File: src/rtl/rf_write_arbiter.sv
// rf_write_arbiter: shares the register-file write port among NREQ
// write-back requesters. Each requester has a one-entry buffer, and one
// buffered write is granted per cycle onto registered write outputs.
// Writes to register 0 are accepted and then dropped.
// Ports: clk, rst (async, active-low); req_valid/req_addr/req_data in,
// req_ready out (valid/ready per requester); write_reg/write1/write_data
// out to reg_file; grant_id (source of current write); busy.
// Option: define RF_ARB_RR_EN for round-robin arbitration. Without it,
// arbitration is fixed priority with requester 0 highest.
module rf_write_arbiter #(
   parameter int NREQ = 3,
   parameter int DW   = 32,
   parameter int AW   = 5
) (
   input  logic             clk,
   input  logic             rst,
   input  logic [NREQ-1:0]    req_valid,
   input  logic [NREQ*AW-1:0] req_addr,
   input  logic [NREQ*DW-1:0] req_data,
   output logic [NREQ-1:0]    req_ready,
   output logic             write_reg,
   output logic [AW-1:0]    write1,
   output logic [DW-1:0]    write_data,
   output logic [1:0]       grant_id,
   output logic             busy
);

   typedef enum logic {EMPTY, FULL} buf_st_e;

   buf_st_e       st_q   [NREQ];
   buf_st_e       st_d   [NREQ];
   logic [AW-1:0] addr_q [NREQ];
   logic [AW-1:0] addr_d [NREQ];
   logic [DW-1:0] data_q [NREQ];
   logic [DW-1:0] data_d [NREQ];

   logic          wr_q, wr_d;
   logic [AW-1:0] w1_q, w1_d;
   logic [DW-1:0] wd_q, wd_d;
   logic [1:0]    gid_q, gid_d;

   logic            any_gnt;
   logic [1:0]      gsel;
   logic [AW-1:0]   gaddr;
   logic [DW-1:0]   gdata;
   logic [NREQ-1:0] gnt;

`ifdef RF_ARB_RR_EN
   logic [1:0] ptr_q, ptr_d;

   function automatic int rr_idx(logic [1:0] p, int k);
      return (int'(p) + k) % NREQ;
   endfunction

   // Search begins just past the last granted requester.
   always_comb begin
      any_gnt = 1'b0;
      gsel    = '0;
      gaddr   = '0;
      gdata   = '0;
      for (int k = 1; k <= NREQ; k++) begin
         if (!any_gnt && st_q[rr_idx(ptr_q, k)] == FULL) begin
            any_gnt = 1'b1;
            gsel    = 2'(rr_idx(ptr_q, k));
            gaddr   = addr_q[rr_idx(ptr_q, k)];
            gdata   = data_q[rr_idx(ptr_q, k)];
         end
      end
   end

   always_comb begin
      ptr_d = ptr_q;
      if (any_gnt) ptr_d = gsel;
   end

   always_ff @(posedge clk or negedge rst) begin
      if (!rst) ptr_q <= 2'(NREQ - 1);
      else      ptr_q <= ptr_d;
   end
`else
   always_comb begin
      any_gnt = 1'b0;
      gsel    = '0;
      gaddr   = '0;
      gdata   = '0;
      for (int k = 0; k < NREQ; k++) begin
         if (!any_gnt && st_q[k] == FULL) begin
            any_gnt = 1'b1;
            gsel    = 2'(k);
            gaddr   = addr_q[k];
            gdata   = data_q[k];
         end
      end
   end
`endif

   // A granted buffer drains this edge, so it can take a new entry now.
   always_comb begin
      for (int i = 0; i < NREQ; i++) begin
         gnt[i]       = any_gnt && (gsel == 2'(i));
         req_ready[i] = (st_q[i] == EMPTY) || gnt[i];
      end
   end

   always_comb begin
      for (int i = 0; i < NREQ; i++) begin
         st_d[i]   = st_q[i];
         addr_d[i] = addr_q[i];
         data_d[i] = data_q[i];
         if (req_valid[i] && req_ready[i]) begin
            if (req_addr[i*AW +: AW] != '0) begin
               st_d[i]   = FULL;
               addr_d[i] = req_addr[i*AW +: AW];
               data_d[i] = req_data[i*DW +: DW];
            end else begin
               st_d[i] = EMPTY;
            end
         end else if (gnt[i]) begin
            st_d[i] = EMPTY;
         end
      end
   end

   always_comb begin
      wr_d  = any_gnt;
      w1_d  = w1_q;
      wd_d  = wd_q;
      gid_d = gid_q;
      if (any_gnt) begin
         w1_d  = gaddr;
         wd_d  = gdata;
         gid_d = gsel;
      end
   end

   always_ff @(posedge clk or negedge rst) begin
      if (!rst) begin
         for (int i = 0; i < NREQ; i++) begin
            st_q[i]   <= EMPTY;
            addr_q[i] <= '0;
            data_q[i] <= '0;
         end
         wr_q  <= 1'b0;
         w1_q  <= '0;
         wd_q  <= '0;
         gid_q <= '0;
      end else begin
         for (int i = 0; i < NREQ; i++) begin
            st_q[i]   <= st_d[i];
            addr_q[i] <= addr_d[i];
            data_q[i] <= data_d[i];
         end
         wr_q  <= wr_d;
         w1_q  <= w1_d;
         wd_q  <= wd_d;
         gid_q <= gid_d;
      end
   end

   always_comb begin
      busy = wr_q;
      for (int i = 0; i < NREQ; i++) begin
         if (st_q[i] == FULL) busy = 1'b1;
      end
   end

   assign write_reg  = wr_q;
   assign write1     = w1_q;
   assign write_data = wd_q;
   assign grant_id   = gid_q;

endmodule

File: config.mk
export PLATFORM = sky130hd
export DESIGN_NAME = rf_write_arbiter
export DESIGN_NICKNAME = d
export VERILOG_FILES = /design/src/rtl/rf_write_arbiter.sv
export SDC_FILE = /design/constraint.sdc
export NUM_CORES = 1
export LEC_CHECK = 0
export BUFFER_PORTS_ARGS = -buffer_cell sky130_fd_sc_hd__buf_2
export CORE_ASPECT_RATIO = 1.25
export CORE_MARGIN = 5
export CORE_UTILIZATION = 57
export DETAILED_ROUTE_END_ITERATION = 10
export GPL_ROUTABILITY_DRIVEN = 0
export PLACE_DENSITY = 0.85
export RECOVER_POWER = 100
export SETUP_SLACK_MARGIN = 0.3
export SYNTH_ARGS = -nofsm -noshare
export SYNTH_HDL_FRONTEND = slang
export SYNTH_SLANG_ARGS = --single-unit
File: constraint.sdc
create_clock -name clk -period 3 [get_ports clk]
set_clock_uncertainty 0.2 [all_clocks]
set_input_delay 0.3 -clock clk [delete_from_list [all_inputs] [get_ports clk]]
set_output_delay 0.3 -clock clk [all_outputs]
set_load 0.01 [all_outputs]
==> results.md <==
* Diode count at 0
* Final setup vio count at 0
* Worst path slowest cell: nor2_1
* Clock buffer depth at 2
* TritonRoute pass-1 iters at 6
* Status: finished with violations
* Number of flip-flops in the largest register at 96
* Number of synthesized flops with an enable pin at 0
* Placed instance area at 7270 sq um
* F_max at about 0.39 GHz
* First-pass GRT wire length at around 31 mm
* Vias in the first global route at 5703
* Tcrit/Tclk final at 86.3%
* Root buffer cell: clkbuf_16
* Max-Slew Margin vs Limit at -2.23%
* Final #Nets at 841
* Min Tclk post-route at 2590 ps
* Count of final hold-check violations at 0
* Worst EP required at between 3000 and 4000 ps
* # rows at 43
* FFs w/ async S/R, synth at between 90% and 100%
* Post-Syn Nets at 569
* Pin count of the biggest net entering global routing at 63
* CP max stage delay at 660 ps
* Via/cell ratio at 5.82
* Initial DRC Count at 222
* Register bit total from synthesis at 154
* Starting density of the core at 57.6%
* CTS tree: done
* Clk_lat worst skew at 420 ps
* Seq/Total Area, Yosys at about three fifths
* Syn_area_per_cell at approximately 14 sq um
* # DRC at 0
* Setup TNS at 0 ps
* Share of layout cells above drive strength 1 at 33.3%
* Antenna Nets Post-Route at 0
* Hold slack at between 10 and 15 ps
* Clock-pin slew on the worst setup and hold paths at roughly 60 ps
* GR Overflow Total at 0
* IO buf count at 158
* Final HPWL DP at ~11 mm
* Max IR drop VDD at roughly 0.45 mV
* I/O pins at 160
* H-tree depth at 4
* Multi-input gate area at 2260 sq um
* Synth cell types at 27
* TritonCTS Sinks at 154
* Lkg Pwr at 4.00 nW
* Slew @ Worst Pin at about 1500 ps
* Max-cap check violation count at 1
* Failing checks: capacitance limit, slew limit
* Pwr per Cell Area at 671 nW/um^2
* Post-cts sizing count at 0
* Die X at 104 um
* Die Area at about 13000 sq um
* GRT Resource Usage Total at between 30% and 40%
* Critical path, cell by cell: buf_4 > nor2_1 > clkbuf_1 > a22oi_1 > o21ai_0
* Max Slew Vio Count at 62
* Register Area at between 3000 and 4000 sq um
* Synth Cell Area at 6330 sq um
* Initial antenna violation count at 0
* Syn Inst Count at around 450
* WL/cell at 22.3 um
* RSZ-0062 raised after global routing: no
* FILL cells at 620
* Post-CTS setup buffer count at 0
* Reg2Reg Setup Slack at roughly 410 ps
* Area grow syn2layout at 41.7%
* Crit end category: flip-flop
* Crit Path Class: reg -> reg
* Top reg by flops: data_q
* Critical path fanouts, max at 14
* YS warnings at 0
* Post-Route WL at 19.4 mm
* Core area at 11000 sq um
* CP startpoint kind: flip-flop
* Via count at 5064
* Design area at 8960 sq um
* Die outline height at roughly 130 um
* CTS buffer count at 17
* HP Class: in -> reg
* Main synth FF type: dfrtp_1
* Crit path arrival time at 2720 ps
[logic make-up (layout without fill, tap and decap cells)]
| group | after synthesis | count (layout) | synth area share (%) |
|---|---|---|---|
| other cells | 1 | 1 | 0.0593 |
| mux | 109 | 109 | 19.4 |
| simple gates | 33 | 33 | 3.94 |
| buf+inv | 36 | 318 | 3.28 |
| flops | 154 | 154 | 60.9 |
| compound gates | 120 | 120 | 12.4 |
[cell usage after synthesis (2+ instances only)]
cell / instances / area, sq um
a21oi_1: 20 / 100
a22oi_1: 55 / 413
a32o_1: 2 / 20.0
and3b_1: 19 / 166
buf_1: 3 / 11.3
buf_4: 4 / 30.0
buf_6: 3 / 33.8
buf_8: 3 / 45.0
clkbuf_1: 19 / 71.3
dfrtp_1: 154 / 3850
inv_1: 3 / 11.3
mux2_1: 17 / 191
mux2_2: 92 / 1040
nand2_1: 3 / 11.3
nor2_1: 3 / 11.3
nor3_1: 2 / 10.0
o211ai_4: 2 / 42.5
o21ai_0: 39 / 195
or4_4: 2 / 22.5
[critical path: cells and delay by family (launching register included)]
| family | cells | cell delay [ps] |
|---|---|---|
| compound gates | 2 | 340 |
| buf+inv | 2 | 740 |
| flops | 1 | 550 |
| simple gates | 1 | 660 |
[layout make-up]
cell class              count  share of cell area [%]
clock inverters             8                    2.16
flip-flops and latches    154                    43.0
clock buffers              21                    5.03
inverters                   3                   0.126
multi-input cells         263                    25.3
repair buffers            286                    22.5
well taps                 135                    1.88
[metrics by stage]
step	power, mW	worst slack (ps)	instances	utilization [%]
floorplan	3.15	986	453	-
CTS	6.00	566	870	82.5
finish	6.01	411	870	81.7
global route	6.25	265	870	81.7
detailed placement	3.53	675	727	66.3
global placement	3.47	763	727	66.3
[timing repair]
item	4_1_cts	5_1_grt
endpoints found under the setup margin	0	0
hold buffers	114	0
endpoints found under the hold margin	171	0
[placed cells by master, fill, tap and decap left out, types with 2 or more instances in the layout]
cell	n
a21oi_1	20
a22oi_1	55
a32o_1	2
and3b_1	19
buf_12	4
buf_2	111
buf_4	7
bufinv_16	6
clkbuf_1	52
clkbuf_16	17
dfrtp_1	153
dlygate4sd3_1	114
inv_1	3
mux2_1	19
mux2_2	90
nand2_1	3
nor2_1	3
o21ai_0	39
or4_1	3
[worst paths after layout]
path | to | cells past startpoint | startpoint
hold / removal | addr_q[14]$_DFFE_PN0P_ | 2 | req_addr[4]
setup / recovery | write_data[21]$_DFFE_PN0P_ | 5 | st_q[0]$_DFFE_PN0P_
min in group asynchronous | data_q[70]$_DFFE_PN0P_ | 2 | rst
setup reg to reg | write_data[21]$_DFFE_PN0P_ | 5 | st_q[0]$_DFFE_PN0P_
max in group asynchronous | write_data[27]$_DFFE_PN0P_ | 3 | rst
hold reg to reg | data_q[26]$_DFFE_PN0P_ | 1 | data_q[26]$_DFFE_PN0P_
[where the power goes]
part | total [mW] | internal (mW) | switching, mW
sequential | 2.67 | 2.44 | 0.234
combinational | 0.973 | 0.530 | 0.443
clock | 2.36 | 1.57 | 0.797
[per-layer routing]
layer,track usage [%],up-vias,share of wire (%)
li1,-,2215,-
met1,35.3,2553,37
met2,52.7,244,53
met3,8.16,52,6.5
met4,13.4,0,3.1
met5,0,-,0
(Power assumes the default switching activity.)
